[config.mk]
export PLATFORM = sky130hd
export DESIGN_NAME = clock_set_ctrl_flat
export DESIGN_NICKNAME = d
export VERILOG_FILES = /design/src/rtl/clock_pkg.sv /design/src/rtl/clock_set_ctrl_if.sv /design/src/rtl/clock_set_ctrl_edit_timer.sv /design/src/rtl/clock_set_ctrl.sv /design/src/flat_wrapper.sv
export SDC_FILE = /design/constraint.sdc
export NUM_CORES = 1
export LEC_CHECK = 0
export ABC_AREA = 1
export CORE_AREA = 2 2 188 134
export DETAILED_ROUTE_END_ITERATION = 6
export DIE_AREA = 0 0 190 136
export HOLD_SLACK_MARGIN = 0.15
export SKIP_CTS_REPAIR_TIMING = 1
export SLEW_MARGIN = 5
export SYNTH_ARGS = -nofsm -noshare
export SYNTH_HDL_FRONTEND = slang
export SYNTH_HIERARCHICAL = 1
export SYNTH_SLANG_ARGS = --single-unit
[constraint.sdc]
create_clock -name clk -period 2.2 [get_ports clk]
set_input_delay 0.33 -clock clk [delete_from_list [all_inputs] [get_ports clk]]
set_output_delay 0.33 -clock clk [all_outputs]
set_load 0.1 [all_outputs]
[src/rtl/clock_pkg.sv]
// Shared types and constants for the clock time-setting controller.
package clock_pkg;

  typedef enum logic [2:0] {
    RUN,
    SET_HOUR,
    SET_MIN,
    SET_SEC,
    COMMIT
  } state_t;

  localparam int SEC_W  = 6;
  localparam int MIN_W  = 6;
  localparam int HOUR_W = 5;

  localparam logic [1:0] FLD_NONE = 2'd0;
  localparam logic [1:0] FLD_HOUR = 2'd1;
  localparam logic [1:0] FLD_MIN  = 2'd2;
  localparam logic [1:0] FLD_SEC  = 2'd3;

  localparam logic [SEC_W-1:0]  MAX_SEC  = 6'd59;
  localparam logic [MIN_W-1:0]  MAX_MIN  = 6'd59;
  localparam logic [HOUR_W-1:0] MAX_HOUR = 5'd23;

  function automatic logic [1:0] field_of(input state_t s);
    case (s)
      SET_HOUR: return FLD_HOUR;
      SET_MIN:  return FLD_MIN;
      SET_SEC:  return FLD_SEC;
      default:  return FLD_NONE;
    endcase
  endfunction

endpackage

[src/rtl/clock_set_ctrl_if.sv]
// Button pulses and core time in; run/load controls and display edit hints out.
interface clock_set_ctrl_if;
  import clock_pkg::*;

  logic              modeP;
  logic              incP;
  logic              decP;
  logic [SEC_W-1:0]  curSec;
  logic [MIN_W-1:0]  curMin;
  logic [HOUR_W-1:0] curHour;
  logic              runEn;
  logic              loadEn;
  logic [SEC_W-1:0]  loadSec;
  logic [MIN_W-1:0]  loadMin;
  logic [HOUR_W-1:0] loadHour;
  logic [1:0]        editField;
  logic              blankField;

  modport master (
    output modeP, incP, decP, curSec, curMin, curHour,
    input  runEn, loadEn, loadSec, loadMin, loadHour, editField, blankField
  );

  modport slave (
    input  modeP, incP, decP, curSec, curMin, curHour,
    output runEn, loadEn, loadSec, loadMin, loadHour, editField, blankField
  );

endinterface

[src/rtl/clock_set_ctrl_edit_timer.sv]
// Blink phase and idle-timeout counters for edit mode; both held at zero while disabled.
// blankField is registered; timeout is a decode of the idle counter register.
module edit_timer #(
  parameter int BLINK_HALF  = 4,
  parameter int TIMEOUT_CYC = 16
) (
  input  logic clk,
  input  logic resetN,
  input  logic enable,
  input  logic clear,
  output logic blankField,
  output logic timeout
);

  localparam int BW = $clog2(BLINK_HALF + 1);
  localparam int TW = $clog2(TIMEOUT_CYC + 1);
  localparam logic [BW-1:0] BLINK_LAST = BW'(BLINK_HALF - 1);
  localparam logic [TW-1:0] IDLE_LAST  = TW'(TIMEOUT_CYC - 1);

  logic [BW-1:0] blink_cnt_q, blink_cnt_d;
  logic [TW-1:0] idle_cnt_q, idle_cnt_d;
  logic          blank_q, blank_d;

  always_comb begin
    blink_cnt_d = blink_cnt_q;
    idle_cnt_d  = idle_cnt_q;
    blank_d     = blank_q;
    if (!enable || clear) begin
      blink_cnt_d = '0;
      idle_cnt_d  = '0;
      blank_d     = 1'b0;
    end else begin
      if (blink_cnt_q == BLINK_LAST) begin
        blink_cnt_d = '0;
        blank_d     = ~blank_q;
      end else begin
        blink_cnt_d = blink_cnt_q + 1'b1;
      end
      // Idle count saturates; the controller leaves edit mode on the next edge.
      if (idle_cnt_q != IDLE_LAST) idle_cnt_d = idle_cnt_q + 1'b1;
    end
  end

  always_ff @(posedge clk or negedge resetN) begin
    if (!resetN) begin
      blink_cnt_q <= '0;
      idle_cnt_q  <= '0;
      blank_q     <= 1'b0;
    end else begin
      blink_cnt_q <= blink_cnt_d;
      idle_cnt_q  <= idle_cnt_d;
      blank_q     <= blank_d;
    end
  end

  assign blankField = blank_q;
  assign timeout    = enable && (idle_cnt_q == IDLE_LAST);

endmodule

[src/rtl/clock_set_ctrl.sv]
// Time-setting FSM: edits a shadow copy of the core time and commits it with one load strobe.
// Outputs are registered from state/shadow, so a button sampled at edge n shows after edge n+1.
module clock_set_ctrl
  import clock_pkg::*;
#(
  parameter int CLK_HZ      = 50_000_000,
  parameter int BLINK_HALF  = CLK_HZ / 2,
  parameter int TIMEOUT_CYC = CLK_HZ * 10
) (
  input  logic           clk,
  input  logic           resetN,
  clock_set_ctrl_if.slave bus
);

  state_t            state_q, state_d;
  logic [HOUR_W-1:0] hour_q, hour_d;
  logic [MIN_W-1:0]  min_q, min_d;
  logic [SEC_W-1:0]  sec_q, sec_d;

  logic              run_en_q, run_en_d;
  logic              load_en_q, load_en_d;
  logic [1:0]        edit_field_q, edit_field_d;
  logic              blank_field_q, blank_field_d;
  logic [HOUR_W-1:0] load_hour_q;
  logic [MIN_W-1:0]  load_min_q;
  logic [SEC_W-1:0]  load_sec_q;

  logic in_set, any_btn, adjust, timer_blank, timer_timeout;

  function automatic logic [SEC_W-1:0] step_60(input logic [SEC_W-1:0] v, input logic up,
                                              input logic [SEC_W-1:0] max);
    if (up) return (v == max) ? '0 : v + 1'b1;
    else    return (v == '0) ? max : v - 1'b1;
  endfunction

  function automatic logic [HOUR_W-1:0] step_hour(input logic [HOUR_W-1:0] v, input logic up);
    if (up) return (v == MAX_HOUR) ? '0 : v + 1'b1;
    else    return (v == '0) ? MAX_HOUR : v - 1'b1;
  endfunction

  assign in_set  = (state_q == SET_HOUR) || (state_q == SET_MIN) || (state_q == SET_SEC);
  assign any_btn = bus.modeP || bus.incP || bus.decP;
  // Opposing presses in the same cycle cancel out.
  assign adjust  = bus.incP ^ bus.decP;

  edit_timer #(
    .BLINK_HALF  (BLINK_HALF),
    .TIMEOUT_CYC (TIMEOUT_CYC)
  ) u_edit_timer (
    .clk        (clk),
    .resetN     (resetN),
    .enable     (in_set),
    .clear      (any_btn),
    .blankField (timer_blank),
    .timeout    (timer_timeout)
  );

  always_comb begin
    state_d = state_q;
    hour_d  = hour_q;
    min_d   = min_q;
    sec_d   = sec_q;
    unique case (state_q)
      RUN: begin
        if (bus.modeP) begin
          state_d = SET_HOUR;
          hour_d  = bus.curHour;
          min_d   = bus.curMin;
          sec_d   = bus.curSec;
        end
      end
      SET_HOUR: begin
        if (bus.modeP)                      state_d = SET_MIN;
        else if (adjust)                    hour_d  = step_hour(hour_q, bus.incP);
        else if (timer_timeout && !any_btn) state_d = RUN;
      end
      SET_MIN: begin
        if (bus.modeP)                      state_d = SET_SEC;
        else if (adjust)                    min_d   = step_60(min_q, bus.incP, MAX_MIN);
        else if (timer_timeout && !any_btn) state_d = RUN;
      end
      SET_SEC: begin
        if (bus.modeP)                      state_d = COMMIT;
        else if (adjust)                    sec_d   = step_60(sec_q, bus.incP, MAX_SEC);
        else if (timer_timeout && !any_btn) state_d = RUN;
      end
      COMMIT:  state_d = RUN;
      default: state_d = RUN;
    endcase
  end

  always_comb begin
    run_en_d      = (state_q == RUN);
    load_en_d     = (state_q == COMMIT);
    edit_field_d  = field_of(state_q);
    blank_field_d = timer_blank && in_set;
  end

  always_ff @(posedge clk or negedge resetN) begin
    if (!resetN) begin
      state_q       <= RUN;
      hour_q        <= '0;
      min_q         <= '0;
      sec_q         <= '0;
      run_en_q      <= 1'b1;
      load_en_q     <= 1'b0;
      edit_field_q  <= FLD_NONE;
      blank_field_q <= 1'b0;
      load_hour_q   <= '0;
      load_min_q    <= '0;
      load_sec_q    <= '0;
    end else begin
      state_q       <= state_d;
      hour_q        <= hour_d;
      min_q         <= min_d;
      sec_q         <= sec_d;
      run_en_q      <= run_en_d;
      load_en_q     <= load_en_d;
      edit_field_q  <= edit_field_d;
      blank_field_q <= blank_field_d;
      load_hour_q   <= hour_q;
      load_min_q    <= min_q;
      load_sec_q    <= sec_q;
    end
  end

  assign bus.runEn      = run_en_q;
  assign bus.loadEn     = load_en_q;
  assign bus.editField  = edit_field_q;
  assign bus.blankField = blank_field_q;
  assign bus.loadHour   = load_hour_q;
  assign bus.loadMin    = load_min_q;
  assign bus.loadSec    = load_sec_q;

endmodule
[src/flat_wrapper.sv]
// flat-port wrapper written by rule: the top's interface ports become plain ports
module clock_set_ctrl_flat import clock_pkg::*;
#(
  parameter int CLK_HZ      = 50_000_000,
  parameter int BLINK_HALF  = CLK_HZ / 2,
  parameter int TIMEOUT_CYC = CLK_HZ * 10
)
  (clk, resetN, bus_modeP, bus_incP, bus_decP, bus_curSec, bus_curMin, bus_curHour, bus_runEn, bus_loadEn, bus_loadSec, bus_loadMin, bus_loadHour, bus_editField, bus_blankField);
  clock_set_ctrl_if bus_i ();
  input  logic clk;
  input  logic resetN;
  input wire logic [$bits(bus_i.modeP)-1:0] bus_modeP;
  input wire logic [$bits(bus_i.incP)-1:0] bus_incP;
  input wire logic [$bits(bus_i.decP)-1:0] bus_decP;
  input wire logic [$bits(bus_i.curSec)-1:0] bus_curSec;
  input wire logic [$bits(bus_i.curMin)-1:0] bus_curMin;
  input wire logic [$bits(bus_i.curHour)-1:0] bus_curHour;
  output wire logic [$bits(bus_i.runEn)-1:0] bus_runEn;
  output wire logic [$bits(bus_i.loadEn)-1:0] bus_loadEn;
  output wire logic [$bits(bus_i.loadSec)-1:0] bus_loadSec;
  output wire logic [$bits(bus_i.loadMin)-1:0] bus_loadMin;
  output wire logic [$bits(bus_i.loadHour)-1:0] bus_loadHour;
  output wire logic [$bits(bus_i.editField)-1:0] bus_editField;
  output wire logic [$bits(bus_i.blankField)-1:0] bus_blankField;
  assign bus_i.modeP = bus_modeP;
  assign bus_i.incP = bus_incP;
  assign bus_i.decP = bus_decP;
  assign bus_i.curSec = bus_curSec;
  assign bus_i.curMin = bus_curMin;
  assign bus_i.curHour = bus_curHour;
  assign bus_runEn = bus_i.runEn;
  assign bus_loadEn = bus_i.loadEn;
  assign bus_loadSec = bus_i.loadSec;
  assign bus_loadMin = bus_i.loadMin;
  assign bus_loadHour = bus_i.loadHour;
  assign bus_editField = bus_i.editField;
  assign bus_blankField = bus_i.blankField;
  clock_set_ctrl #(.CLK_HZ(CLK_HZ), .BLINK_HALF(BLINK_HALF), .TIMEOUT_CYC(TIMEOUT_CYC)) u_core (.clk(clk), .resetN(resetN), .bus(bus_i));
endmodule
==> key figures, run 1 <==
Timing
  – Unrepaired setup endpoints after global routing: false
  – Total negative slack: 0 ns
  – Max Fclk: 511 MHz
  – Setup WS post-layout: 0.242 ns
  – Final worst path period need: 1.96 ns
  – Clock skew: ~0.0077 ns
  – Number of hold violations in the final report: 0
  – Final Cycle Share: 89.0%
  – Fin. max-slew vios: 0
  – # setup viols final: 0
  – Max-slew headroom: a little under three fifths
  – Worst-Margin Slew: approximately 0.66 ns

Worst setup path
  – Crit start category: flop
  – R2R Path End: u_core/u_edit_timer/blankField
  – Origin of the critical flop-to-flop path: u_core/state_q[1]
  – R2R setup slack: 0.24 ns
  – CP Capture Type: flop
  – Crit path top cell by count: nand2_1
  – CP bufs+invs: 3
  – WP data arrival: 2.20 ns
  – Required time at the endpoint of the critical path: 2.44 ns
  – CP max FO: 13
  – CP top delay family: compound AO/OA/AOI/OAI gates
  – Slowest stage cell, crit path: dfrtp_1
  – Worst r2r path cells: 8
  – CP Cell Sequence: inv_2 > o21ai_0 > inv_1 > nor2_2 > buf_4 > o21ai_2 > nand2_1 > nand2_1
  – CP max stage delay: 0.45 ns
  – Kind of critical path: flop to flop

Power and ir drop
  – Comb pwr share: 46.6%
  – Reg power frac: 33.0%
  – Lkg Pwr: 3.17 nW
  – Worst vdd ir: roughly 430 µV
  – Switching portion of total power: 48.8%
  – Pwr Density: 1100 nW/µm²
  – NetSw: 3.80 mW
  – Power Internal: 3.98 mW
  – Clock share of power: between 20% and 30%

Routing
  – Post-Route WL: approximately 15000 µm
  – Detail Route Antenna Nets: 0
  – Drc violations: 0
  – Routed len/inst: 12.2 µm
  – Via Count: 5321
  – 1st-iter DRT viols: 499
  – Vias per inst: 4.36
  – First-pass DRT Iterations: 6

Min path
  – Hold Crit Endpoint: u_core/bus.loadHour[4]
  – Hold wc startpoint: u_core/hour_q[4]
  – Min-Delay Path Class: flop to flop
  – Hold depth: 0

Clock network
  – Clk root buf: clkbuf_16
  – Clk slew on worst S/H paths: approximately 0.070 ns
  – Max clock buf depth: 2
  – CTS tree: yes
  – H-tree depth: 3
  – TritonCTS buffer count: 9
  – Clk sinks: 97
  – Clk_lat worst skew: 0.35 ns

Yosys
  – Gate Count Post-Synth: 838
  – Syn nets: 870
  – Synthesized area: roughly 5900 µm²
  – Synth Register Bits: 97
  – Avg Inst Size Synth: 7.08 µm²
  – Seq/Total Area, Yosys: 40.9%
  – Synth Warn #: 6
  – Unique cell type count in the Yosys netlist: 38

Final layout
  – Fillers: 2599
  – Commonest cells after routing, fill and taps aside: 249 x nand2_1, 155 x nor2_1, 96 x dfrtp_1
  – Nets: approximately 920
  – Area of the multi-input gates: approximately 3000 µm²
  – Sequential Area: 2430 µm²
  – Antenna cells: 0
  – Share of cells above drive strength 1: between 10% and 20%
  – Leading cell type in the layout, fill and taps excluded: nand2_1
  – Area growth from synthesis to layout: 18.7%
  – Post-route insts no fill: 1220

Place
  – Dpl ws: around 0.23 ns
  – HPWL Detailed: 11300 µm
  – Port Buf Inserts: 43
  – Placed Cells: 1204
  – GP Congestion: 0.880

Job
  – Max_cap viols: 0

Global route
  – First-pass GRT wire length: between 20000 and 25000 µm
  – Grt total ovfl: 0
  – Initial antenna violation count: 1
  – Number of global-route vias before repair: 4832
  – Largest net degree at the start of global routing: 41
  – GRT Overall Usage: roughly an eighth

Floorplan
  – Die Y-Extent: 136 µm
  – Core ar.: 24200 µm²
  – # IOs: 44
  – Starting Density: 24.5%
  – Die Wd: 190 µm
  – Die ar.: 25800 µm²
  – Row cnt: 48

Run status
  – Status: complete, no violations
[registers in the layout (all words and copies together) (netlist names)]
signal	count
u_core/bus.blankField	1
u_core/bus.editField	2
u_core/bus.loadEn	1
u_core/bus.loadHour	5
u_core/bus.loadMin	6
u_core/bus.loadSec	6
u_core/bus.runEn	1
u_core/hour_q	5
u_core/min_q	6
u_core/sec_q	6
u_core/state_q	3
u_core/u_edit_timer/blankField	1
u_core/u_edit_timer/blink_cnt_q	25
u_core/u_edit_timer/idle_cnt_q	29
[synthesized netlist by cell type, drive strengths merged]
master  count  share of area (%)
mux2i       1               0.17
buf         8               0.86
nand3b      3               0.44
dfrtp      96                 40
ha         10                2.1
nand3      82                7.6
a211oi      1               0.13
nand2     259                 17
o211ai      3               0.38
a21oi      12                1.0
nand4      16                1.7
dfstp       1               0.44
and2        1               0.11
or2        12                1.3
o21bai      3               0.38
xor2       25                3.7
inv        95                6.0
o21ai      16                1.4
o221ai      1               0.15
clkbuf      3               0.19
nor2      173                 13
xnor2       7                1.0
nor3        9               0.84
nor3b       1               0.13
[how the worst max path moves through the flow]
stage                                           start                             end  cells after the start
global placement                    u_core/state_q[1]  u_core/u_edit_timer/blankField                      8
detailed placement                           bus_incP                 u_core/sec_q[0]                     10
global route        u_core/u_edit_timer/idle_cnt_q[0]               u_core/state_q[1]                     10
floorplan           u_core/u_edit_timer/idle_cnt_q[0]               u_core/state_q[1]                     10
CTS                 u_core/u_edit_timer/idle_cnt_q[0]               u_core/state_q[1]                     10
finish                              u_core/state_q[1]  u_core/u_edit_timer/blankField                      8
[layout make-up]
cell class	count	share of cell area (%)
clock inverters	5	0.799
clock buffers	10	3.25
repair buffers	53	6.75
flip-flops and latches	97	34.5
inverters	95	5.06
multi-input cells	635	43.9
well taps	325	5.77
[layer usage]
metal	global-route usage [%]	part of all wire [%]
met1	18.1	53
met5	0	0.11
met2	16.5	39
met4	2.80	1.1
met3	2.94	6.6
[stage by stage]
| stage | total power [mW] | util, % | cell area, µm² | hold slack, ns |
|---|---|---|---|---|
| after floorplan | 5.39 | - | 5940 | 0.0344 |
| after global placement | 6.20 | 27.9 | 6750 | 0.356 |
| after detailed placement | 6.22 | 27.9 | 6750 | 0.360 |
| after CTS | 7.85 | 29.1 | 7030 | -0.0168 |
| after global routing | 8.29 | 29.1 | 7040 | 0.429 |
| final | 7.78 | 29.1 | 7040 | 0.409 |
[power by group through the flow]
stage	Sequential, mW	Clock, mW	Combinational, mW
after floorplan	3.77	0	1.62
after global placement	2.60	0	3.60
after detailed placement	2.59	0	3.63
after CTS	2.56	1.64	3.64
after global routing	2.63	1.71	3.95
final	2.56	1.59	3.62
[logic make-up (layout without fill, tap and decap cells)]
family,after synthesis,count (layout),synth area share [%]
XOR/XNOR,32,32,4.72
AO/OA/AOI/OAI,36,36,3.46
flip-flops,97,97,40.9
multiplexers,1,1,0.169
AND/OR/NAND/NOR,556,556,41.6
adder cells (fa/ha/maj),10,10,2.11
buffers and inverters,106,163,7.06
No activity file was read; power rests on OpenSTA's default activity.
==> run 2, diff against run 1 <==
Settings changed: CORE_AREA 2 2 188 134 to 2 2 123 89, DIE_AREA 0 0 190 136 to 0 0 125 91, PLACE_DENSITY set to 0.8.
==> run 2 against run 1 <==
  * Final area down 3.2%
  * Non-clock buffer count rose by 1
  * First-iteration DRC count fell by 0.40%
  * Largest power group unchanged
  * Clock skew grew 0.0038 ns
  * Die area fell by 56%
  * Core utilization grew 38 points
  * Critical path depth rose by 2
  * Highest routed layer is now met4
==> key figures, run 2 (synthesis results as in run 1) <==
Clock network
  – H-tree depth: 3
  – Clk_lat worst skew: 0.35 ns
  – Clk sinks: 97
  – Clk slew on worst S/H paths: 0.07 ns
  – Max clock buf depth: 2
  – CTS tree: yes
  – TritonCTS buffer count: 9
  – Clk root buf: clkbuf_16

Place
  – GP Congestion: 0.926
  – Dpl ws: between 0.15 and 0.2 ns
  – Port Buf Inserts: 43
  – HPWL Detailed: roughly 11000 µm

Worst setup path
  – R2R Path End: u_core/state_q[1]
  – Required time at the endpoint of the critical path: 2.41 ns
  – CP max stage delay: 0.47 ns
  – WP data arrival: 2.25 ns
  – CP Capture Type: flop
  – Slowest stage cell, crit path: dfrtp_1
  – Worst r2r path cells: 10
  – CP max FO: 7
  – Crit path top cell by count: nor2_1
  – Worst setup path startpoint: u_core/u_edit_timer/idle_cnt_q[0]
  – Crit start category: flop
  – CP Cell Sequence: ha_2 > nand2_2 > nor2_4 > nand2_4 > nor2_1 > nand2_1 > nor2_1 > nand3_1 > a21oi_1 > o221ai_1
  – R2R setup slack: 0.16 ns
  – Origin of the critical flop-to-flop path: u_core/u_edit_timer/idle_cnt_q[0]
  – Worst setup path end: u_core/state_q[1]
  – Kind of critical path: flop to flop

Timing
  – Unrepaired setup endpoints after global routing: false
  – Clock skew: 0.0116 ns
  – # setup viols final: 0
  – Setup WS post-layout: 0.158 ns
  – Worst-Margin Slew: 0.558 ns
  – Final worst path period need: 2.04 ns
  – Max Fclk: 490 MHz
  – Max-slew headroom: 62.8%
  – Total negative slack: 0 ns
  – Final Cycle Share: 92.8%
  – Fin. max-slew vios: 0
  – Number of hold violations in the final report: 0

Final layout
  – Fillers: 845
  – Sequential Area: between 2000 and 2500 µm²
  – Area of the multi-input gates: 3090 µm²
  – Commonest cells after routing, fill and taps aside: 249 x nand2_1, 155 x nor2_1, 96 x dfrtp_1
  – Reg with most FFs: u_core/u_edit_timer/idle_cnt_q
  – Area growth from synthesis to layout: 14.9%
  – Largest registers: u_core/u_edit_timer/idle_cnt_q x29, u_core/u_edit_timer/blink_cnt_q x25
  – Max FFs per register: 29
  – Leading cell type in the layout, fill and taps excluded: nand2_1
  – Nets: 924
  – Share of cells above drive strength 1: about an eighth
  – Antenna cells: 0

Floorplan
  – Die Wd: 125 µm
  – Die Y-Extent: 91 µm
  – Core ar.: 10200 µm²
  – Die ar.: 11400 µm²
  – # IOs: 44
  – Row cnt: 31
  – Starting Density: 58.4%

Routing
  – First-pass DRT Iterations: 5
  – Post-Route WL: ~14000 µm
  – 1st-iter DRT viols: approximately 500
  – Routed len/inst: 14.1 µm
  – Vias per inst: 5.33
  – Drc violations: 0
  – Detail Route Antenna Nets: 0
  – Via Count: 5483

Global route
  – Number of global-route vias before repair: 5211
  – Largest net degree at the start of global routing: 32
  – GRT Overall Usage: 26.6%
  – Grt total ovfl: 0
  – Initial antenna violation count: 0
  – First-pass GRT wire length: 24700 µm

Power and ir drop
  – Clock share of power: 20.7%
  – NetSw: just under 4 mW
  – Reg power frac: between 30% and 40%
  – Pwr Density: 1150 nW/µm²
  – Pwr Total: 7.84 mW
  – Worst vdd ir: 1040 µV
  – Lkg Pwr: 3.18 nW
  – Comb pwr share: 46.5%
  – Power Internal: 4.00 mW
  – Switching portion of total power: around half

Job
  – Max_cap viols: 0

Min path
  – Hold wc startpoint: u_core/hour_q[4]
  – Min-Delay Path Class: flop to flop

Run status
  – Status: complete, no violations
run 2: cell types whose count changed in the layout (fill, tap and decap cells not counted), sizes merged:
cell,delta
buf,+1
clkinvlp,+1
run 2: critical path: cells and delay by family, from the launching register on:
family	cells	cell delay (ns)
adder cells (fa/ha/maj)	1	0.29
AND/OR/NAND/NOR	7	0.86
AO/OA/AOI/OAI	2	0.26
flip-flops	1	0.47
run 2: worst min-delay path by stage:
stage                                    endpoint  slack, ns  depth (start not counted)
6_report                   u_core/bus.loadHour[4]       0.43                          0
5_1_grt                    u_core/bus.loadHour[4]       0.44                          0
4_1_cts        u_core/u_edit_timer/idle_cnt_q[20]      -0.07                          1
3_5_place_dp   u_core/u_edit_timer/idle_cnt_q[27]       0.31                          1
3_3_place_gp   u_core/u_edit_timer/idle_cnt_q[27]       0.31                          1
2_1_floorplan               u_core/bus.blankField       0.03                          0
run 2: power groups by stage:
stage | combinational [mW] | sequential, mW | clock [mW]
2_1_floorplan | 1.62 | 3.77 | 0
3_3_place_gp | 3.53 | 2.58 | 0
3_5_place_dp | 3.61 | 2.58 | 0
4_1_cts | 3.63 | 2.56 | 1.66
6_report | 3.65 | 2.57 | 1.62
5_1_grt | 3.94 | 2.63 | 1.72
run 2: final cells by class:
| class | instances | area share (%) |
|---|---|---|
| inverter | 95 | 5.23 |
| timing repair buffer | 54 | 6.90 |
| clock inverter | 6 | 1.16 |
| sequential | 97 | 35.6 |
| tap | 132 | 2.42 |
| clock buffer | 10 | 3.36 |
| multi-input combinational | 635 | 45.3 |
run 2: per-layer routing:
layer	wire (µm)	global-route usage [%]
met1	7100	39.6
met2	6300	40.9
met3	911	4.48
met4	156	6.67
met5	0	0
run 2: through the flow:
stage	utilization (%)	hold slack [ns]	std cells	area, µm²
global route	67.1	0.442	1029	6820
global placement	64.0	0.306	1012	6500
CTS	67.0	-0.0691	1028	6810
detailed placement	64.0	0.310	1012	6500
floorplan	-	0.0344	838	5940
finish	67.1	0.426	1029	6820
